$ cat config.mk
export PLATFORM = sky130hd
export DESIGN_NAME = pulse_stretcher_flat
export DESIGN_NICKNAME = d
export VERILOG_FILES = /design/src/rtl/pulse_stretcher_if.sv /design/src/rtl/pulse_stretcher.sv /design/src/flat_wrapper.sv
export SDC_FILE = /design/constraint.sdc
export NUM_CORES = 1
export LEC_CHECK = 0
export CAP_MARGIN = 40
export CELL_PAD_IN_SITES_DETAIL_PLACEMENT = 2
export CELL_PAD_IN_SITES_GLOBAL_PLACEMENT = 2
export CORE_AREA = 2 2 67 69
export CTS_CLUSTER_DIAMETER = 60
export CTS_CLUSTER_SIZE = 24
export DETAILED_ROUTE_END_ITERATION = 10
export DIE_AREA = 0 0 69 71
export PLACE_DENSITY_LB_ADDON = 0.05
export SLEW_MARGIN = 40
export SYNTH_ARGS = -nofsm -noshare
export SYNTH_HDL_FRONTEND = slang
export SYNTH_SLANG_ARGS = --single-unit
$ cat constraint.sdc
create_clock -name clk -period 3.6 [get_ports clk]
set_input_delay 0.72 -clock clk [delete_from_list [all_inputs] [get_ports clk]]
set_output_delay 0.72 -clock clk [all_outputs]
set_load 0.05 [all_outputs]
$ cat src/rtl/pulse_stretcher_if.sv
// Event-in / stretched-level-out bundle for pulse_stretcher.
// The producer of events is the master; the stretcher is the slave.
interface pulse_stretcher_if #(
  parameter int PEND_W = 4
) ();
  logic              pulse_in;
  logic              overflow_clr;
  logic              level_out;
  logic              busy;
  logic [PEND_W-1:0] pending;
  logic              overflow;

  modport master (
    output pulse_in, overflow_clr,
    input  level_out, busy, pending, overflow
  );

  modport slave (
    input  pulse_in, overflow_clr,
    output level_out, busy, pending, overflow
  );
endinterface

$ cat src/rtl/pulse_stretcher.sv
// Stretches single-cycle events into fixed-length high windows separated by a
// forced low gap; events arriving mid-window are queued and replayed.
module pulse_stretcher #(
  parameter int HIGH_CYCLES = 4,
  parameter int GAP_CYCLES  = 2,
  parameter int CNT_W       = 16,
  parameter int PEND_W      = 4
) (
  input  logic            clk,
  input  logic            reset,
  pulse_stretcher_if.slave sif
);

  typedef enum logic [1:0] {IDLE, HIGH, GAP} state_e;

  localparam logic [CNT_W-1:0]  HIGH_LOAD = CNT_W'(HIGH_CYCLES - 1);
  localparam logic [CNT_W-1:0]  GAP_LOAD  = CNT_W'((GAP_CYCLES > 0) ? GAP_CYCLES - 1 : 0);
  localparam logic [PEND_W-1:0] PEND_MAX  = '1;
  localparam bit                HAS_GAP   = (GAP_CYCLES > 0);

  state_e            state_q, state_d;
  logic [CNT_W-1:0]  cnt_q, cnt_d;
  logic [PEND_W-1:0] pend_q, pend_d;
  logic              ovf_q, ovf_d;
  logic              level_q, level_d;
  logic              busy_q, busy_d;
  logic              launch;
  logic              drop;

  always_comb begin
    state_d = state_q;
    cnt_d   = cnt_q;
    pend_d  = pend_q;
    launch  = 1'b0;
    drop    = 1'b0;

    case (state_q)
      IDLE: begin
        if (sif.pulse_in) begin
          state_d = HIGH;
          cnt_d   = HIGH_LOAD;
        end
      end
      HIGH: begin
        if (cnt_q == '0) begin
          if (HAS_GAP) begin
            state_d = GAP;
            cnt_d   = GAP_LOAD;
          end else begin
            launch = 1'b1;
          end
        end else begin
          cnt_d = cnt_q - CNT_W'(1);
        end
      end
      GAP: begin
        if (cnt_q == '0) launch = 1'b1;
        else             cnt_d  = cnt_q - CNT_W'(1);
      end
      default: begin
        state_d = IDLE;
        cnt_d   = '0;
      end
    endcase

    // Mid-window events queue up; at saturation they are lost and flagged.
    if (state_q != IDLE && !launch && sif.pulse_in) begin
      if (pend_q != PEND_MAX) pend_d = pend_q + PEND_W'(1);
      else                    drop   = 1'b1;
    end

    // Launch: a queued event wins, a same-cycle event replaces the one consumed.
    if (launch) begin
      if (pend_q != '0) begin
        state_d = HIGH;
        cnt_d   = HIGH_LOAD;
        pend_d  = sif.pulse_in ? pend_q : pend_q - PEND_W'(1);
      end else if (sif.pulse_in) begin
        state_d = HIGH;
        cnt_d   = HIGH_LOAD;
      end else begin
        state_d = IDLE;
        cnt_d   = '0;
      end
    end

    ovf_d   = drop ? 1'b1 : (sif.overflow_clr ? 1'b0 : ovf_q);
    level_d = (state_d == HIGH);
    busy_d  = (state_d != IDLE);
  end

  always_ff @(posedge clk or posedge reset) begin
    if (reset) begin
      state_q <= IDLE;
      cnt_q   <= '0;
      pend_q  <= '0;
      ovf_q   <= 1'b0;
      level_q <= 1'b0;
      busy_q  <= 1'b0;
    end else begin
      state_q <= state_d;
      cnt_q   <= cnt_d;
      pend_q  <= pend_d;
      ovf_q   <= ovf_d;
      level_q <= level_d;
      busy_q  <= busy_d;
    end
  end

  assign sif.level_out = level_q;
  assign sif.busy      = busy_q;
  assign sif.pending   = pend_q;
  assign sif.overflow  = ovf_q;

endmodule
$ cat src/flat_wrapper.sv
// flat-port wrapper written by rule: the top's interface ports become plain ports
module pulse_stretcher_flat 
#(
  parameter int HIGH_CYCLES = 4,
  parameter int GAP_CYCLES  = 2,
  parameter int CNT_W       = 16,
  parameter int PEND_W      = 4
)
  (clk, reset, sif_pulse_in, sif_overflow_clr, sif_level_out, sif_busy, sif_pending, sif_overflow);
  pulse_stretcher_if #(.PEND_W(PEND_W)) sif_i ();
  input  logic clk;
  input  logic reset;
  input wire logic [$bits(sif_i.pulse_in)-1:0] sif_pulse_in;
  input wire logic [$bits(sif_i.overflow_clr)-1:0] sif_overflow_clr;
  output wire logic [$bits(sif_i.level_out)-1:0] sif_level_out;
  output wire logic [$bits(sif_i.busy)-1:0] sif_busy;
  output wire logic [$bits(sif_i.pending)-1:0] sif_pending;
  output wire logic [$bits(sif_i.overflow)-1:0] sif_overflow;
  assign sif_i.pulse_in = sif_pulse_in;
  assign sif_i.overflow_clr = sif_overflow_clr;
  assign sif_level_out = sif_i.level_out;
  assign sif_busy = sif_i.busy;
  assign sif_pending = sif_i.pending;
  assign sif_overflow = sif_i.overflow;
  pulse_stretcher #(.HIGH_CYCLES(HIGH_CYCLES), .GAP_CYCLES(GAP_CYCLES), .CNT_W(CNT_W), .PEND_W(PEND_W)) u_core (.clk(clk), .reset(reset), .sif(sif_i));
endmodule
==> results.sh <==
export IMPL_fin_area_um2=1720
export IMPL_final_nets=184
export IMPL_die_area_um2=4900
export IMPL_fin_setup_tns_ns=0
export IMPL_hold_viol=0
export IMPL_syn_avg_cell_area_um2=9.06
export IMPL_multi_input_area_um2=852
export IMPL_chipHeight_um=71
export IMPL_cp_end_kind="flip-flop"
export IMPL_synth_async_reset_ratio_pct=100
export IMPL_rows=24
export IMPL_clk_pin_slew_worst_paths_ns=0.09
export IMPL_r2r_end="u_core.cnt_q[15]$_DFFE_PP0P_"
export IMPL_period_share_pct=79.4
export IMPL_yosys_top_cells_count="dfrtp_1, nand2_1, nor2_1, o21ai_0"
export IMPL_synth_cell_types=50
export IMPL_cts_hold_buf=0
export IMPL_setup_viol_count_final=0
export IMPL_drt_iter0_drc=38
export IMPL_overflow=0
export IMPL_grt_antenna_before_repair=0
export IMPL_grt_pass1_vias=1507
export IMPL_gp_congestion=0.726
export IMPL_grt_pass1_wl_um=7490
export IMPL_synthToLayoutAreaGrowth_pct=10.4
export IMPL_dp_cells=224
export IMPL_cts_resized=0
export IMPL_grt_util_met1_pct=22.2
export IMPL_rsz0062_at_grt="no"
export IMPL_cp_endpoint="u_core.cnt_q[15]$_DFFE_PP0P_"
export IMPL_synth_edff_count=0
export IMPL_cts_buffers=3
export IMPL_synth_fp_nets=179
export IMPL_clkLatencyLatePin_ns=0.28
export IMPL_syn_area_um2=1560
export IMPL_ios=11
export IMPL_fillers=488
export IMPL_post_synth_top_count_cell="dfrtp_1"
export IMPL_grtUsageMet3_pct=2.56
export IMPL_crit_start="u_core.cnt_q[0]$_DFFE_PP0P_"
export IMPL_yosys_most_used_dff="dfrtp_1"
export IMPL_post_route_util_pct=40.9
export IMPL_slowest_delay_ns=0.67
export IMPL_finalWorstSetupSlack_ns=0.741
export IMPL_ant_nets=0
export IMPL_p_total_mw=1.28
export IMPL_placed_cell_area_um2=1670
export IMPL_cts_htree_levels=1
export IMPL_critPathBufInv=1
export IMPL_cp_cell_sequence="inv_1, ha_1, or4b_1, nor4_4, or2_1, o21ai_1, a32o_1"
export IMPL_slew_headroom_pct=51.6
export IMPL_yosysTopAreaCellShare_pct=40.2
export IMPL_fin_crit_ns=2.86
export IMPL_ys_seq_elements=25
export IMPL_cp_start_kind="flip-flop"
export IMPL_crit_cells=7
export IMPL_maxClockFrequency_mhz=350
export IMPL_grt_max_degree=26
export IMPL_met2_usage_pct=36.0
export IMPL_grt_busiest_layer="met2"
export IMPL_criticalPathCategory="flip-flop to flip-flop"
export IMPL_drive_gt1_share_pct=7.95
export IMPL_critPathArrivalTime_ns=3.04
export IMPL_start_util_pct=37.1
export IMPL_drc=0
export IMPL_r2r_setup_slack_ns=0.74
export IMPL_leakage_nw=0.643
export IMPL_critical_path_top_delay_family="simple AND/OR/NAND/NOR gates"
export IMPL_core_area_um2=4200
export IMPL_viasPerCell=5.84
export IMPL_r2r_cells=7
export IMPL_cap_violations=0
export IMPL_syn_inst=172
export IMPL_synthTopCellsByArea="dfrtp_1, o21ai_0, nand2_1"
export IMPL_min_path_type="flip-flop to flip-flop"
export IMPL_regArea_um2=626
export IMPL_grt_total_usage_pct=19.2
export IMPL_required_ns=3.78
export IMPL_synth_top_area_cell="dfrtp_1"
export IMPL_seq_area_frac_synth_pct=40.2
export IMPL_n_antenna_cell=0
export IMPL_die_w_um=69
export IMPL_slew_viol_final=0
export IMPL_cts_num_sinks=25
export IMPL_status="complete, no violations"
export IMPL_dr_pass1_iters=4
export IMPL_final_cells=228
export IMPL_critPathMaxFanout=15
export IMPL_yosysWarnings=0
export IMPL_root_buffer="clkbuf_8"
export IMPL_post_cts_setup_buffers=0
export IMPL_wl_per_cell_um=19.0
export IMPL_pre_cts_slack_ns=0.781
export IMPL_cts_tree="done"
export IMPL_wl_um=4340
export IMPL_place_port_buffers=10
export IMPL_fin_skew_ns=0.00129
export IMPL_reg2reg_from="u_core.cnt_q[0]$_DFFE_PP0P_"
export IMPL_peakVddDrop_uv=312
export IMPL_clk_path_buf_depth=2
export IMPL_vias=1331
export IMPL_slowest_stage="nor4_4"
export IMPL_hpwl_um=3160
export IMPL_holdWs_ns=0.545
export IMPL_tightest_slew_ns=0.724
export IMPL_power_density_nw_per_um2=745
-- placed cells by master, fill, tap and decap left out, types with 3 or more instances in the layout --
| cell type | instances |
|---|---|
| nand3_1 | 4 |
| nor2_1 | 12 |
| nor4_1 | 3 |
| ha_1 | 3 |
| a21oi_1 | 6 |
| nand4_1 | 3 |
| nand2b_1 | 4 |
| o21a_1 | 3 |
| clkbuf_8 | 3 |
| o21ai_0 | 12 |
| nand2_1 | 15 |
| nor3_1 | 8 |
| inv_1 | 5 |
| dfrtp_1 | 25 |
| clkdlybuf4s50_1 | 10 |
| or3_1 | 8 |
| xnor2_1 | 3 |
| a31oi_1 | 5 |
-- metal layers --
metal	vias to the layer above	wire (um)
met1	672	1960
met5	-	0
met3	4	41
met2	8	2280
met4	0	64
li1	647	-
-- how the worst min path moves through the flow --
stage,startpoint,endpoint,cells after the start
2_1_floorplan,u_core.cnt_q[15]$_DFFE_PP0P_,u_core.cnt_q[15]$_DFFE_PP0P_,1
3_3_place_gp,u_core.cnt_q[15]$_DFFE_PP0P_,u_core.cnt_q[15]$_DFFE_PP0P_,1
3_5_place_dp,u_core.cnt_q[11]$_DFFE_PP0P_,u_core.cnt_q[11]$_DFFE_PP0P_,2
4_1_cts,u_core.cnt_q[11]$_DFFE_PP0P_,u_core.cnt_q[11]$_DFFE_PP0P_,2
5_1_grt,u_core.cnt_q[15]$_DFFE_PP0P_,u_core.cnt_q[15]$_DFFE_PP0P_,1
6_report,u_core.cnt_q[11]$_DFFE_PP0P_,u_core.cnt_q[11]$_DFFE_PP0P_,2
-- cells by family (layout without fill, tap and decap cells) --
group           after synthesis  count (layout)  synth area share [%]
fa+ha+maj                     3               3                  2.41
simple gates                 71              71                  26.3
buf+inv                      17              21                  5.14
xor+xnor                      5               5                  2.81
flops                        25              25                  40.2
compound gates               50              50                  22.5
mux                           1               1                 0.643
-- sequential cells by signal, indices dropped and copies added (netlist names) --
register,cells
u_core.sif.level_out,1
u_core.sif.pending,4
u_core.sif.busy,1
u_core.sif.overflow,1
u_core.state_q,2
u_core.cnt_q,16
-- where the power goes --
group | internal [mW] | leakage, nW | total (mW) | switching, mW
clock network | 0.0779 | 0.0255 | 0.179 | 0.101
logic | 0.225 | 0.326 | 0.548 | 0.323
registers | 0.389 | 0.291 | 0.554 | 0.165
-- worst min-delay path: stages, from the launching register on --
cell,delay [ns]
dfrtp_1,0.39
nand2_1,0.06
nand3_1,0.06
-- layout make-up --
class | instances | share of cell area, %
inverters | 6 | 1.31
clock buffers | 3 | 2.40
multi-input cells | 130 | 49.6
repair buffers | 11 | 6.26
flip-flops and latches | 25 | 36.4
clock inverters | 1 | 0.291
well taps | 52 | 3.78
Power figures use the tool's default switching activity.
==> RTL change 1, RTL diff (config.mk and constraints unchanged) <==
`CNT_W` is set to 16 in 2 places; all go to 32.
--- a/src/rtl/pulse_stretcher.sv
+++ b/src/rtl/pulse_stretcher.sv
@@ -3,7 +3,7 @@
 module pulse_stretcher #(
   parameter int HIGH_CYCLES = 4,
   parameter int GAP_CYCLES  = 2,
-  parameter int CNT_W       = 16,
+  parameter int CNT_W       = 32,
   parameter int PEND_W      = 4
 ) (
   input  logic            clk,
--- a/src/flat_wrapper.sv
+++ b/src/flat_wrapper.sv
@@ -3,7 +3,7 @@
 #(
   parameter int HIGH_CYCLES = 4,
   parameter int GAP_CYCLES  = 2,
-  parameter int CNT_W       = 16,
+  parameter int CNT_W       = 32,
   parameter int PEND_W      = 4
 )
   (clk, reset, sif_pulse_in, sif_overflow_clr, sif_level_out, sif_busy, sif_pending, sif_overflow);
Behaviour: no difference found for any inputs over 10 cycles, from zero or initial values and one cycle with reset high; that may be too few to reach the edited logic, so the function may still have changed.
==> RTL change 1 against the unedited design <==
The run now fails in 3_1_place_gp_skip_io. Area after synthesis rose by 59%.
==> RTL change 1: results (changes against the unedited design) <==
stage,metric,value,unit,change
yosys,syn avg cell area,9.654,um^2,was 9.057 um^2
yosys,Synth Register Bits,41,,was 25
yosys,most common cell in the netlist,nor2_1,,was dfrtp_1
yosys,register area share after synthesis,41.35,%,was 40.16%
yosys,ys flop type,dfrtp_1,,unchanged
yosys,syn_nets,265,,was 179
outcome,Failed at,3_1_place_gp_skip_io,,
yosys,post-synth cell types,59,,was 50
yosys,Syn. warnings,0,,unchanged
outcome,tool error,[ERROR FLW-0024] Place density exceeds 1.0 (current PLACE_DENSITY_LB_ADDON =  0.05). Please check if the value of  PLACE_DENSITY_LB_ADDON is between 0 and 0.99.,,
yosys,Post-synth top cells,"42 x nor2_1, 41 x dfrtp_1, 16 x xor2_1",,"was 25 x dfrtp_1, 15 x nand2_1, 12 x nor2_1, 12 x o21ai_0"
yosys,asr flop ratio synth,100.0,%,unchanged
yosys,Synth area leaders,"dfrtp_1 41%, nor2_1 6.4%, xor2_1 5.6%",,"was dfrtp_1 40%, o21ai_0 3.9%, nand2_1 3.6%"
outcome,outcome,aborted with a tool error,,was completed
[RTL change 1: cell types whose count changed after synthesis, sizes merged, moves of 6 or more]
cell | before | now
dfrtp | 25 | 41
nor2 | 12 | 43
nand3 | 4 | 12
o21ai | 14 | 6
xnor2 | 3 | 13
nor3 | 8 | 15
or3 | 9 | 3
xor2 | 2 | 16
nand2 | 16 | 10
nor4 | 5 | 13
[RTL change 1: cell families after synthesis]
family                     Yosys count  synth area share (%)
buffers and inverters               18                 3.631
and+or+nand+nor                    127                 31.47
AOI/OAI and AO/OA                   34                 9.633
adders and majority gates            4                 2.017
xor gates and xnor gates            29                 10.24
muxes                                4                 1.664
DFF                                 41                 41.35
==> RTL change 2, RTL diff (same flow settings) <==
Made on the original files. Re-encode `state_e` (3 states) as one-hot, 3 bits wide.
--- a/src/rtl/pulse_stretcher.sv
+++ b/src/rtl/pulse_stretcher.sv
@@ -11,7 +11,7 @@
   pulse_stretcher_if.slave sif
 );
 
-  typedef enum logic [1:0] {IDLE, HIGH, GAP} state_e;
+  typedef enum logic [2:0] {IDLE = 3'b001, HIGH = 3'b010, GAP = 3'b100} state_e;
 
   localparam logic [CNT_W-1:0]  HIGH_LOAD = CNT_W'(HIGH_CYCLES - 1);
   localparam logic [CNT_W-1:0]  GAP_LOAD  = CNT_W'((GAP_CYCLES > 0) ? GAP_CYCLES - 1 : 0);
Check against the original RTL: same outputs for any inputs over 10 cycles, from zero or initial values and one cycle with reset high; not proved beyond that.
==> RTL change 2 against the unedited design <==
Cell area grew 3.9%. Wire length grew 4.6%. Worst setup slack gained 550 ps. Largest cell class unchanged. Via count grew 6.3%. Sequential cell count grew 1. Area after synthesis grew 4.5%.
Power is not compared: it rests on default switching activity, and its combinational part moved more than twofold at a synthesized area within 25%.
==> RTL change 2: results (changes against the unedited design) <==
stage,metric,value,unit,change
timing,worst hold slack,508.1,ps,was 544.7 ps
hold_path,Hold Crit Depth,1,,was 2
timing,max_slew headroom,55.65,%,was 51.58%
worst_setup_path,crit path max fanout,7,,was 15
yosys,syn_nets,182,,was 179
timing,fmax,0.4329,GHz,was 0.3497 GHz
global_routing,GR Util met1,27.29,%,was 22.19%
worst_setup_path,critical path data arrival time,1590,ps,was 3040 ps
worst_setup_path,Reg2Reg Depth,5,,was 7
outcome,outcome,completed,,unchanged
finish,Reg area,651.9,um^2,was 625.6 um^2
placed_design,pre-CTS WS,1193,ps,was 781.1 ps
yosys,Post-synth top cells,"25 x dfrtp_1, 15 x nor2_1, 12 x a21oi_1",,"was 25 x dfrtp_1, 15 x nand2_1, 12 x nor2_1, 12 x o21ai_0"
global_routing,Tot GR Track Use,19.97,%,was 19.23%
hold_path,Hold EP,u_core.cnt_q[10]$_DFFE_PP0P_,,was u_core.cnt_q[11]$_DFFE_PP0P_
worst_setup_path,start of the worst register-to-register path,u_core.cnt_q[2]$_DFFE_PP0P_,,was u_core.cnt_q[0]$_DFFE_PP0P_
placed_design,dpl cells,230,,was 224
drt,DRT iter0 DRCs,41,,was 38
worst_setup_path,Top delay family on crit path,buffers and inverters,,was simple AND/OR/NAND/NOR gates
drt,WL per Instance,19.41,um,was 19.05 um
drt,met1 wire length,2284,um,was 1959 um
finish,number of fill cells in the layout,480,,was 488
hold_path,min-delay src,u_core.cnt_q[10]$_DFFE_PP0P_,,was u_core.cnt_q[11]$_DFFE_PP0P_
global_routing,first-pass GRT wire length,7948,um,was 7493 um
finish,Final #Nets,190,,was 184
yosys,Synth area leaders,"dfrtp_1 38%, a21oi_1 3.7%, nor2_1 3.5%",,"was dfrtp_1 40%, o21ai_0 3.9%, nand2_1 3.6%"
drt,DR WL met3,92,um,was 41 um
placed_design,Placer Congestion,0.7117,,was 0.7260
worst_setup_path,r2r setup slk,1360,ps,was 740 ps
yosys,register area share after synthesis,40.05,%,was 40.16%
finish,Finished Layout Cells,234,,was 228
finish,share of cells above drive strength 1,9.341,%,was 7.955%
-- RTL change 2: cell types whose count changed after synthesis, sizes merged, moves of 3 or more --
cell,delta
a21oi,+7
nand2,-7
or3,-7
nor3b,+5
clkbuf,-4
a22o,+3
inv,+3
nand3,+3
nor2,+3
-- RTL change 2: cell families (layout without fill, tap and decap cells) --
family	after synthesis	after routing	synth area share, %
simple gates	69	69	25.67
fa+ha+maj	3	3	2.306
flops	26	26	40.05
xor+xnor	3	3	1.614
buf+inv	16	23	5.918
compound gates	56	56	23.14
mux	2	2	1.307
-- RTL change 2: area by class of cell --
cell class	instances	share of cell area (%)
timing repair buffer	10	5.606
sequential	26	36.51
multi-input combinational	133	49.26
tap	52	3.644
inverter	9	1.892
clock buffer	4	3.083
-- RTL change 2: worst register-to-register path, cell delays in order (launching register included) --
cell,delay (ps)
dfrtp_1,470
nor4_4,550
nand4_1,330
nor2_1,380
mux2_2,380
nor2_1,70
